==> src/rtl/pc_unit.sv <==
// Fetch-stage program counter: boot delay, stall hold, buffered redirect.
// Optional exception entry is compiled in with `define PC_EXC_EN.
module pc_unit #(
    parameter int              PC_W       = 32,
    parameter logic [PC_W-1:0] RESET_VEC  = PC_W'(32'hBFC00000),
    parameter int              STEP       = 4,
    parameter int              BOOT_DELAY = 2
`ifdef PC_EXC_EN
    ,
    parameter logic [PC_W-1:0] EXC_VEC    = PC_W'(32'hBFC00380)
`endif
) (
    input  logic            clk,
    input  logic            rst,
    input  logic            stall,
    input  logic            redirect_valid,
    input  logic [PC_W-1:0] redirect_target,
`ifdef PC_EXC_EN
    input  logic            exc_req,
`endif
    output logic [PC_W-1:0] pc,
    output logic [PC_W-1:0] pc_next,
    output logic            inst_ce,
    output logic            redirect_pending,
    output logic            misalign
);

    // state | meaning
    // BOOT  | pc parked at RESET_VEC, counting down the boot delay, fetch disabled
    // RUN   | fetch enabled, pc follows stall/redirect/sequential rules
    typedef enum logic [0:0] {BOOT = 1'b0, RUN = 1'b1} state_t;

    // BOOT_DELAY of 0 and 1 both leave BOOT on the first edge.
    localparam logic [3:0]      BOOT_LAST  = (BOOT_DELAY == 0) ? 4'd0 : 4'(BOOT_DELAY - 1);
    localparam logic [PC_W-1:0] STEP_INC   = PC_W'(STEP);
    localparam logic [PC_W-1:0] ALIGN_MASK = PC_W'(STEP - 1);

    state_t          state_q, state_d;
    logic [3:0]      boot_cnt_q, boot_cnt_d;
    logic [PC_W-1:0] pc_q, pc_d;
    logic [PC_W-1:0] pend_tgt_q, pend_tgt_d;
    logic            pend_q, pend_d;
    logic            inst_ce_q, inst_ce_d;
    logic            misalign_q, misalign_d;

    always_comb begin
        state_d    = state_q;
        boot_cnt_d = boot_cnt_q;
        pc_d       = pc_q;
        pend_tgt_d = pend_tgt_q;
        pend_d     = pend_q;
        inst_ce_d  = inst_ce_q;
        case (state_q)
            BOOT: begin
                pc_d       = RESET_VEC;
                boot_cnt_d = boot_cnt_q + 4'd1;
                if (boot_cnt_q == BOOT_LAST) begin
                    state_d   = RUN;
                    inst_ce_d = 1'b1;
                end
            end
            RUN: begin
`ifdef PC_EXC_EN
                if (exc_req) begin
                    pc_d   = EXC_VEC;
                    pend_d = 1'b0;
                end else
`endif
                if (stall) begin
                    // Latest redirect seen during a stall wins.
                    if (redirect_valid) begin
                        pend_tgt_d = redirect_target;
                        pend_d     = 1'b1;
                    end
                end else if (redirect_valid) begin
                    pc_d   = redirect_target;
                    pend_d = 1'b0;
                end else if (pend_q) begin
                    pc_d   = pend_tgt_q;
                    pend_d = 1'b0;
                end else begin
                    pc_d = pc_q + STEP_INC;
                end
            end
            default: state_d = BOOT;
        endcase
        misalign_d = |(pc_d & ALIGN_MASK);
    end

    always_ff @(posedge clk or negedge rst) begin
        if (!rst) begin
            state_q    <= BOOT;
            boot_cnt_q <= 4'd0;
            pc_q       <= RESET_VEC;
            pend_tgt_q <= '0;
            pend_q     <= 1'b0;
            inst_ce_q  <= 1'b0;
            misalign_q <= 1'b0;
        end else begin
            state_q    <= state_d;
            boot_cnt_q <= boot_cnt_d;
            pc_q       <= pc_d;
            pend_tgt_q <= pend_tgt_d;
            pend_q     <= pend_d;
            inst_ce_q  <= inst_ce_d;
            misalign_q <= misalign_d;
        end
    end

    assign pc               = pc_q;
    assign pc_next          = pc_d;
    assign inst_ce          = inst_ce_q;
    assign redirect_pending = pend_q;
    assign misalign         = misalign_q;

endmodule
==> config.mk <==
export PLATFORM = sky130hd
export DESIGN_NAME = pc_unit
export DESIGN_NICKNAME = d
export VERILOG_FILES = /design/src/rtl/pc_unit.sv
export SDC_FILE = /design/constraint.sdc
export NUM_CORES = 1
export LEC_CHECK = 0
export CAP_MARGIN = 20
export CELL_PAD_IN_SITES_DETAIL_PLACEMENT = 1
export CELL_PAD_IN_SITES_GLOBAL_PLACEMENT = 1
export CORE_ASPECT_RATIO = 1.4
export CORE_MARGIN = 2
export CORE_UTILIZATION = 33
export CTS_CLUSTER_SIZE = 28
export DETAILED_ROUTE_END_ITERATION = 6
export PLACE_DENSITY_LB_ADDON = 0.1
export SYNTH_ARGS = -nofsm -noshare
export SYNTH_HDL_FRONTEND = slang
export SYNTH_SLANG_ARGS = --single-unit
==> constraint.sdc <==
create_clock -name clk -period 2.32 [get_ports clk]
set_input_delay 0.464 -clock clk [delete_from_list [all_inputs] [get_ports clk]]
set_output_delay 0.464 -clock clk [all_outputs]
set_load 0.02 [all_outputs]
==> results.py, run 1 <==
metrics = {
    "run_status": {
        "status": "finished, violations left",
        "failed_checks": "setup timing",
    },
    "worst_setup_path": {
        "endpoint_kind": "output pin",
        "critical_path_arrival_ns": 2.33,
        "worstSetupStartpointType": "flip-flop",
        "critical_path.startpoint": "pc[3]",
        "required_time_at_the_endpoint_of_the_critical_path_ns": 1.86,
        "crit_path_max_incr_delay_ns": 0.55,
        "crit_reg_reg_startpoint": "pc[3]",
        "timing.critical_path.fanout_max": 10,
        "timing.critical_path.cells": "nand3_4, or4_4, buf_8, nor4_4, mux2i_1, nor3_2, buf_4",
        "crit_path_top_delay_cell": "sky130_fd_sc_hd__or4_4",
        "setup.worst_path.class": "flip-flop to output pin",
    },
    "synthesis": {
        "synth-seq-area-share": 0.4599,
        "mapped_area_mm2": 0.003943,
        "syn_avg_cell_area_um2": 9.593,
        "synth_top_flop_cell": "sky130_fd_sc_hd__dfrtp_1",
        "synth_cell_types": 54,
        "synth-seq-cells": 72,
        "post_synthesis_cell_count": 411,
        "syn-num-nets": 450,
        "synth_enable_flop_cells": 0,
        "synth-async-reset-ratio": 1.000,
        "synth-warning-count": 0,
    },
    "sta": {
        "final_period_minus_worst_setup_slack_ns": 2.795,
        "finClkSkew_ns": 0.006287,
        "final_sum_of_negative_setup_slack_ns": -7.313,
        "rsz_0062_raised_after_global_routing": "yes",
        "timing.final.crit_share": 1.205,
        "max_slew_margin": 0.7261,
        "worst_slew_pin_slew_ns": 0.4108,
        "timing.fmax_mhz": 357.8,
        "finalSetupViolations": 28,
        "post-route-worst-setup-slack_ns": -0.4748,
        "hold_violations": 0,
        "slew_violations": 0,
    },
    "layout": {
        "syn_to_final_growth_pct": 70.23,
        "layout_commonest_cell": "sky130_fd_sc_hd__buf_4",
        "antennaDiodeCount": 0,
        "nets": 659,
        "layout.cells.most_common_list": "sky130_fd_sc_hd__buf_4, sky130_fd_sc_hd__clkdlybuf4s50_1, sky130_fd_sc_hd__dfrtp_1",
        "fill_cell_total_of_the_finished_layout": 1303,
        "drive_above_1_share": 0.4480,
        "storage_cell_area_mm2": 0.001822,
        "multi_input_area_mm2": 0.002344,
    },
    "routing": {
        "post_dr_wirelength_cell_um": 19.86,
        "drt_iter0_markers": 164,
        "post_drt_via_cell_ratio": 5.434,
        "drt.antenna.violating_nets": 0,
        "final_wirelength_mm": 15.33,
        "dr_total_vias": 4195,
        "detailedRoute.firstPassIterationCount": 5,
        "drc": 0,
    },
    "place": {
        "dp_hpwl_mm": 10.66,
        "pre_cts_slack_ns": -0.7800,
        "place.gp.congestion": 0.8719,
        "port-buffer-count": 102,
    },
    "global_route": {
        "grt_first_pass_wirelength_mm": 24.04,
        "grt-ovfl-total": 0,
        "antenna_found_initial": 0,
        "grt_max_degree": 73,
        "global_routing_usage_summed_across_all_routing_layers": 0.2436,
        "first_global_vias": 4573,
    },
    "power_and_ir_drop": {
        "peakVddDrop_uv": 442.3,
        "total_leakage_power_nw": 2.883,
        "power_density_mw_per_mm2": 703.7,
    },
    "die": {
        "rows": 47,
        "io-pin-count": 103,
        "core_region_area_mm2": 0.01176,
        "fp.dieArea_mm2": 0.01285,
        "die_w_um": 96.38,
        "chipHeight_um": 133.3,
        "initial_core_util": 0.3352,
    },
    "clock_tree": {
        "number_of_buffers_inserted_during_clock_tree_synthesis": 9,
        "cts.sinks": 72,
        "clk_pin_slew_ns": 0.06,
        "tritoncts": "built",
        "clock_latency_ns": 0.33,
        "ctsHtreeMaxLevel": 3,
        "clock_tree.buffer_depth": 2,
        "clock-root-buffer": "sky130_fd_sc_hd__clkbuf_16",
    },
    "run": {
        "max_cap_violations": 0,
    },
    "hold_path": {
        "hold_class": "input port to asynchronous set/reset pin",
    },
}
==> power breakdown <==
group | total, mW | switching [mW] | internal, mW
registers | 1.56 | 0.115 | 1.45
logic | 1.70 | 0.853 | 0.846
clock network | 1.46 | 0.538 | 0.922
==> state kept, by name, summed over array words and instances, names as in the netlist <==
signal,count
pc,32
pend_tgt_q,32
boot_cnt_q,4
inst_ce,1
misalign,1
redirect_pending,1
state_q,1
==> cells in the mapped netlist, drive strengths merged, types with 2 or more instances <==
master / count / area [um^2]
mux2: 27 / 304.0
nor4: 6 / 56.31
a21oi: 28 / 140.1
a22oi: 7 / 52.55
xor2: 7 / 61.31
o21ai: 31 / 155.2
o22ai: 10 / 62.56
mux2i: 5 / 50.05
and2: 2 / 12.51
nand3: 9 / 50.05
dfrtp: 63 / 1577
o211a: 4 / 40.04
or2: 2 / 12.51
and4: 5 / 43.79
buf: 6 / 25.02
inv: 8 / 30.03
and3: 4 / 25.02
xnor2: 7 / 61.31
o21a: 2 / 15.01
a222oi: 2 / 20.02
nand4: 11 / 68.82
a21o: 2 / 15.01
or4: 2 / 15.01
a31oi: 6 / 37.54
nand2b: 7 / 43.79
dfstp: 9 / 236.5
a2bb2oi: 2 / 17.52
o211ai: 10 / 75.07
nor3: 7 / 40.04
a21boi: 5 / 37.54
nor2: 26 / 97.59
o221ai: 3 / 26.28
nor3b: 2 / 15.01
ha: 3 / 37.54
clkbuf: 22 / 82.58
nand2: 41 / 153.9
a221oi: 5 / 43.79
==> worst max-delay path, delay by kind of cell, from the launching register on <==
family / cells / cell delay (ns)
buffers and inverters: 2 / 0.35
DFF: 1 / 0.41
muxes: 1 / 0.14
and+or+nand+nor: 4 / 1.08
==> metal layers <==
metal	up-vias	GRT usage	part of all wire
met2	107	0.4236	0.54
li1	1942	-	-
met4	0	0.1025	0.033
met1	2112	0.2909	0.39
met3	34	0.04072	0.038
met5	-	0	0
==> cell families after synthesis <==
| family | Yosys count | synth area share |
|---|---|---|
| AO/OA/AOI/OAI | 125 | 0.2050 |
| XOR/XNOR | 14 | 0.03110 |
| adder cells (fa/ha/maj) | 3 | 0.009522 |
| buffers and inverters | 37 | 0.03586 |
| flip-flops | 72 | 0.4599 |
| multiplexers | 32 | 0.08981 |
| AND/OR/NAND/NOR | 128 | 0.1688 |
==> path summary, 6_finish.rpt <==
check,to,slack [ns],cells after the start
worst max-delay path,pc_next[31],-0.47,7
worst min-delay path,misalign,0.15,2
worst max register to register,pc[31],0.20,8
worst min register to register,boot_cnt_q[3],0.48,1
max in group asynchronous,pc[28],1.81,2
min in group clk,boot_cnt_q[3],0.48,1
==> area by class of cell <==
type / instances / share of cell area
tap: 147 / 0.02740
timing repair buffer: 226 / 0.3005
clock buffer: 14 / 0.04083
clock inverter: 2 / 0.005593
inverter: 9 / 0.005034
multi-input combinational: 302 / 0.3492
sequential: 72 / 0.2714
==> metrics by stage <==
stage	total power [mW]	hold WS (ns)	instances	utilization	area [um^2]
CTS	4.658	0.1731	762	0.5496	6464
floorplan	2.270	0.1684	411	-	4059
finish	4.723	0.1502	772	0.5706	6711
detailed placement	3.114	0.4685	726	0.5015	5898
global placement	3.078	0.4573	726	0.5015	5898
global route	4.948	0.1819	772	0.5706	6711
==> timing repair <==
action | 4_1_cts | 5_1_grt
gates resized for setup | 197 | 63
setup buffers | 21 | 12
pin swaps | 21 | 25
setup endpoints to repair | 32 | 32
hold buffers | 0 | 0
No activity file was read; power rests on OpenSTA's default activity.
==> run 2: changes to the inputs <==
MAX_ROUTING_LAYER = met4   (was default)
==> results.py, run 2 (synthesis results as in run 1) <==
metrics = {
    "die": {
        "rows": 47,
        "chipHeight_um": 133.3,
        "io-pin-count": 103,
        "initial_core_util": 0.3352,
        "core_region_area_mm2": 0.01176,
        "die_w_um": 96.38,
        "fp.dieArea_mm2": 0.01285,
    },
    "place": {
        "port-buffer-count": 102,
        "dp_hpwl_mm": 10.76,
        "place.gp.congestion": 0.8618,
    },
    "sta": {
        "hold_violations": 0,
        "final_period_minus_worst_setup_slack_ns": 2.785,
        "worst_slew_pin_slew_ns": 0.4342,
        "post-route-worst-setup-slack_ns": -0.4645,
        "timing.fmax_mhz": 359.1,
        "final_sum_of_negative_setup_slack_ns": -7.366,
        "timing.final.crit_share": 1.200,
        "slew_violations": 0,
        "finalSetupViolations": 24,
        "rsz_0062_raised_after_global_routing": "yes",
        "finClkSkew_ns": 0.006214,
        "max_slew_margin": 0.7105,
    },
    "worst_setup_path": {
        "crit_reg_reg_startpoint": "pc[3]",
        "critical_path.startpoint": "pc[3]",
        "setup.worst_path.class": "flip-flop to output pin",
        "endpoint_kind": "output pin",
        "required_time_at_the_endpoint_of_the_critical_path_ns": 1.86,
        "critical_path_arrival_ns": 2.32,
        "timing.critical_path.fanout_max": 3,
        "worstSetupStartpointType": "flip-flop",
    },
    "clock_tree": {
        "number_of_buffers_inserted_during_clock_tree_synthesis": 9,
        "hold_buffers": 0,
        "clock_tree.buffer_depth": 2,
        "tritoncts": "built",
        "clock_latency_ns": 0.34,
        "cts.sinks": 72,
        "clock-root-buffer": "sky130_fd_sc_hd__clkbuf_16",
        "ctsHtreeMaxLevel": 3,
        "clk_pin_slew_ns": 0.06,
    },
    "power_and_ir_drop": {
        "peakVddDrop_uv": 379.8,
        "power_density_mw_per_mm2": 705.7,
        "total_leakage_power_nw": 2.874,
    },
    "global_route": {
        "antenna_found_initial": 1,
        "grt_max_degree": 73,
        "global_routing_usage_summed_across_all_routing_layers": 0.2538,
        "first_global_vias": 4542,
        "grt-ovfl-total": 0,
        "grt_first_pass_wirelength_mm": 24.20,
    },
    "routing": {
        "final_wirelength_mm": 15.49,
        "post_drt_via_cell_ratio": 5.433,
        "dr_total_vias": 4194,
        "drt_iter0_markers": 187,
        "post_dr_wirelength_cell_um": 20.06,
        "detailedRoute.firstPassIterationCount": 4,
        "drt.antenna.violating_nets": 0,
        "drc": 0,
    },
    "layout": {
        "layout_commonest_cell": "sky130_fd_sc_hd__buf_4",
        "nets": 658,
        "drive_above_1_share": 0.4439,
        "layout.cells.most_common_list": "sky130_fd_sc_hd__buf_4, sky130_fd_sc_hd__clkdlybuf4s50_1, sky130_fd_sc_hd__dfrtp_1",
        "syn_to_final_growth_pct": 69.85,
        "finalCoreUtilization": 0.5694,
    },
    "run": {
        "max_cap_violations": 0,
    },
    "run_status": {
        "failed_checks": "setup timing",
        "status": "finished, violations left",
    },
    "hold_path": {
        "hold_class": "input port to asynchronous set/reset pin",
    },
}
[run 2: cell count changes in the layout (fill, tap and decap cells not counted), sizes merged]
cell	change
bufinv	+1
diode	+1
clkbuf	-3
clkinvlp	-1
dlygate4sd2	+2
clkinv	+2
buf	-3
clkdlybuf4s15	+1
[run 2: area by class of cell]
| class | instances | area [um^2] |
|---|---|---|
| Inverter | 9 | 38.79 |
| Fill cell | 1322 | 5065 |
| Clock inverter | 4 | 70.07 |
| Tap cell | 147 | 183.9 |
| Multi-Input combinational cell | 302 | 2315 |
| Timing Repair Buffer | 225 | 2028 |
| Sequential cell | 72 | 1822 |
| Antenna cell | 1 | 2.502 |
| Clock buffer | 12 | 236.5 |
[run 2: critical path: stages, from the launching register on]
cell and delay, ns:
sky130_fd_sc_hd__dfrtp_2 0.43, sky130_fd_sc_hd__nand3_4 0.11, sky130_fd_sc_hd__or4_4 0.54, sky130_fd_sc_hd__or4_4 0.50, sky130_fd_sc_hd__a21oi_2 0.13, sky130_fd_sc_hd__o21a_2 0.16
sky130_fd_sc_hd__buf_6 0.12
[run 2: final timing paths]
kind / to / slack, ns / cells past startpoint
setup / recovery: pc_next[19] / -0.46 / 6
hold / removal: pend_tgt_q[31] / 0.13 / 2
setup reg to reg: pc[21] / 0.23 / 10
hold reg to reg: pend_tgt_q[30] / 0.48 / 2
max in group asynchronous: pc[25] / 1.80 / 2
min in group clk: pend_tgt_q[30] / 0.48 / 2
[run 2: per-stage QoR]
stage	hold slack (ns)	instance area (um^2)	total power, mW	worst slack [ns]	instances
after global placement	0.4584	5936	3.084	-0.7738	731
after global routing	0.1753	6696	4.946	-0.5298	772
after CTS	0.1758	6360	4.636	-0.4622	756
final	0.1305	6696	4.725	-0.4645	772
after floorplan	0.1684	4059	2.270	-0.1109	411
after detailed placement	0.4718	5936	3.119	-0.7926	731
[run 2: timing repair]
item | CTS | global route
endpoints found under the setup margin | 32 | 32
cloned | 0 | 0
pin swaps | 15 | 33
resized for setup | 180 | 67
buffers inserted | 9 | 16
[run 2: report_power, final]
group / switching, mW / total (mW) / leakage [nW] / internal (mW)
combinational: 0.844 / 1.68 / 1.90 / 0.837
clock: 0.537 / 1.48 / 0.151 / 0.939
sequential: 0.119 / 1.57 / 0.828 / 1.45
[run 2: routing by layer]
metal	up-vias	routed length (um)	track usage
met3	19	589	0.03394
li1	1950	-	-
met2	105	8498	0.4329
met5	-	0	-
met4	0	257	0.08138
met1	2120	6142	0.3066
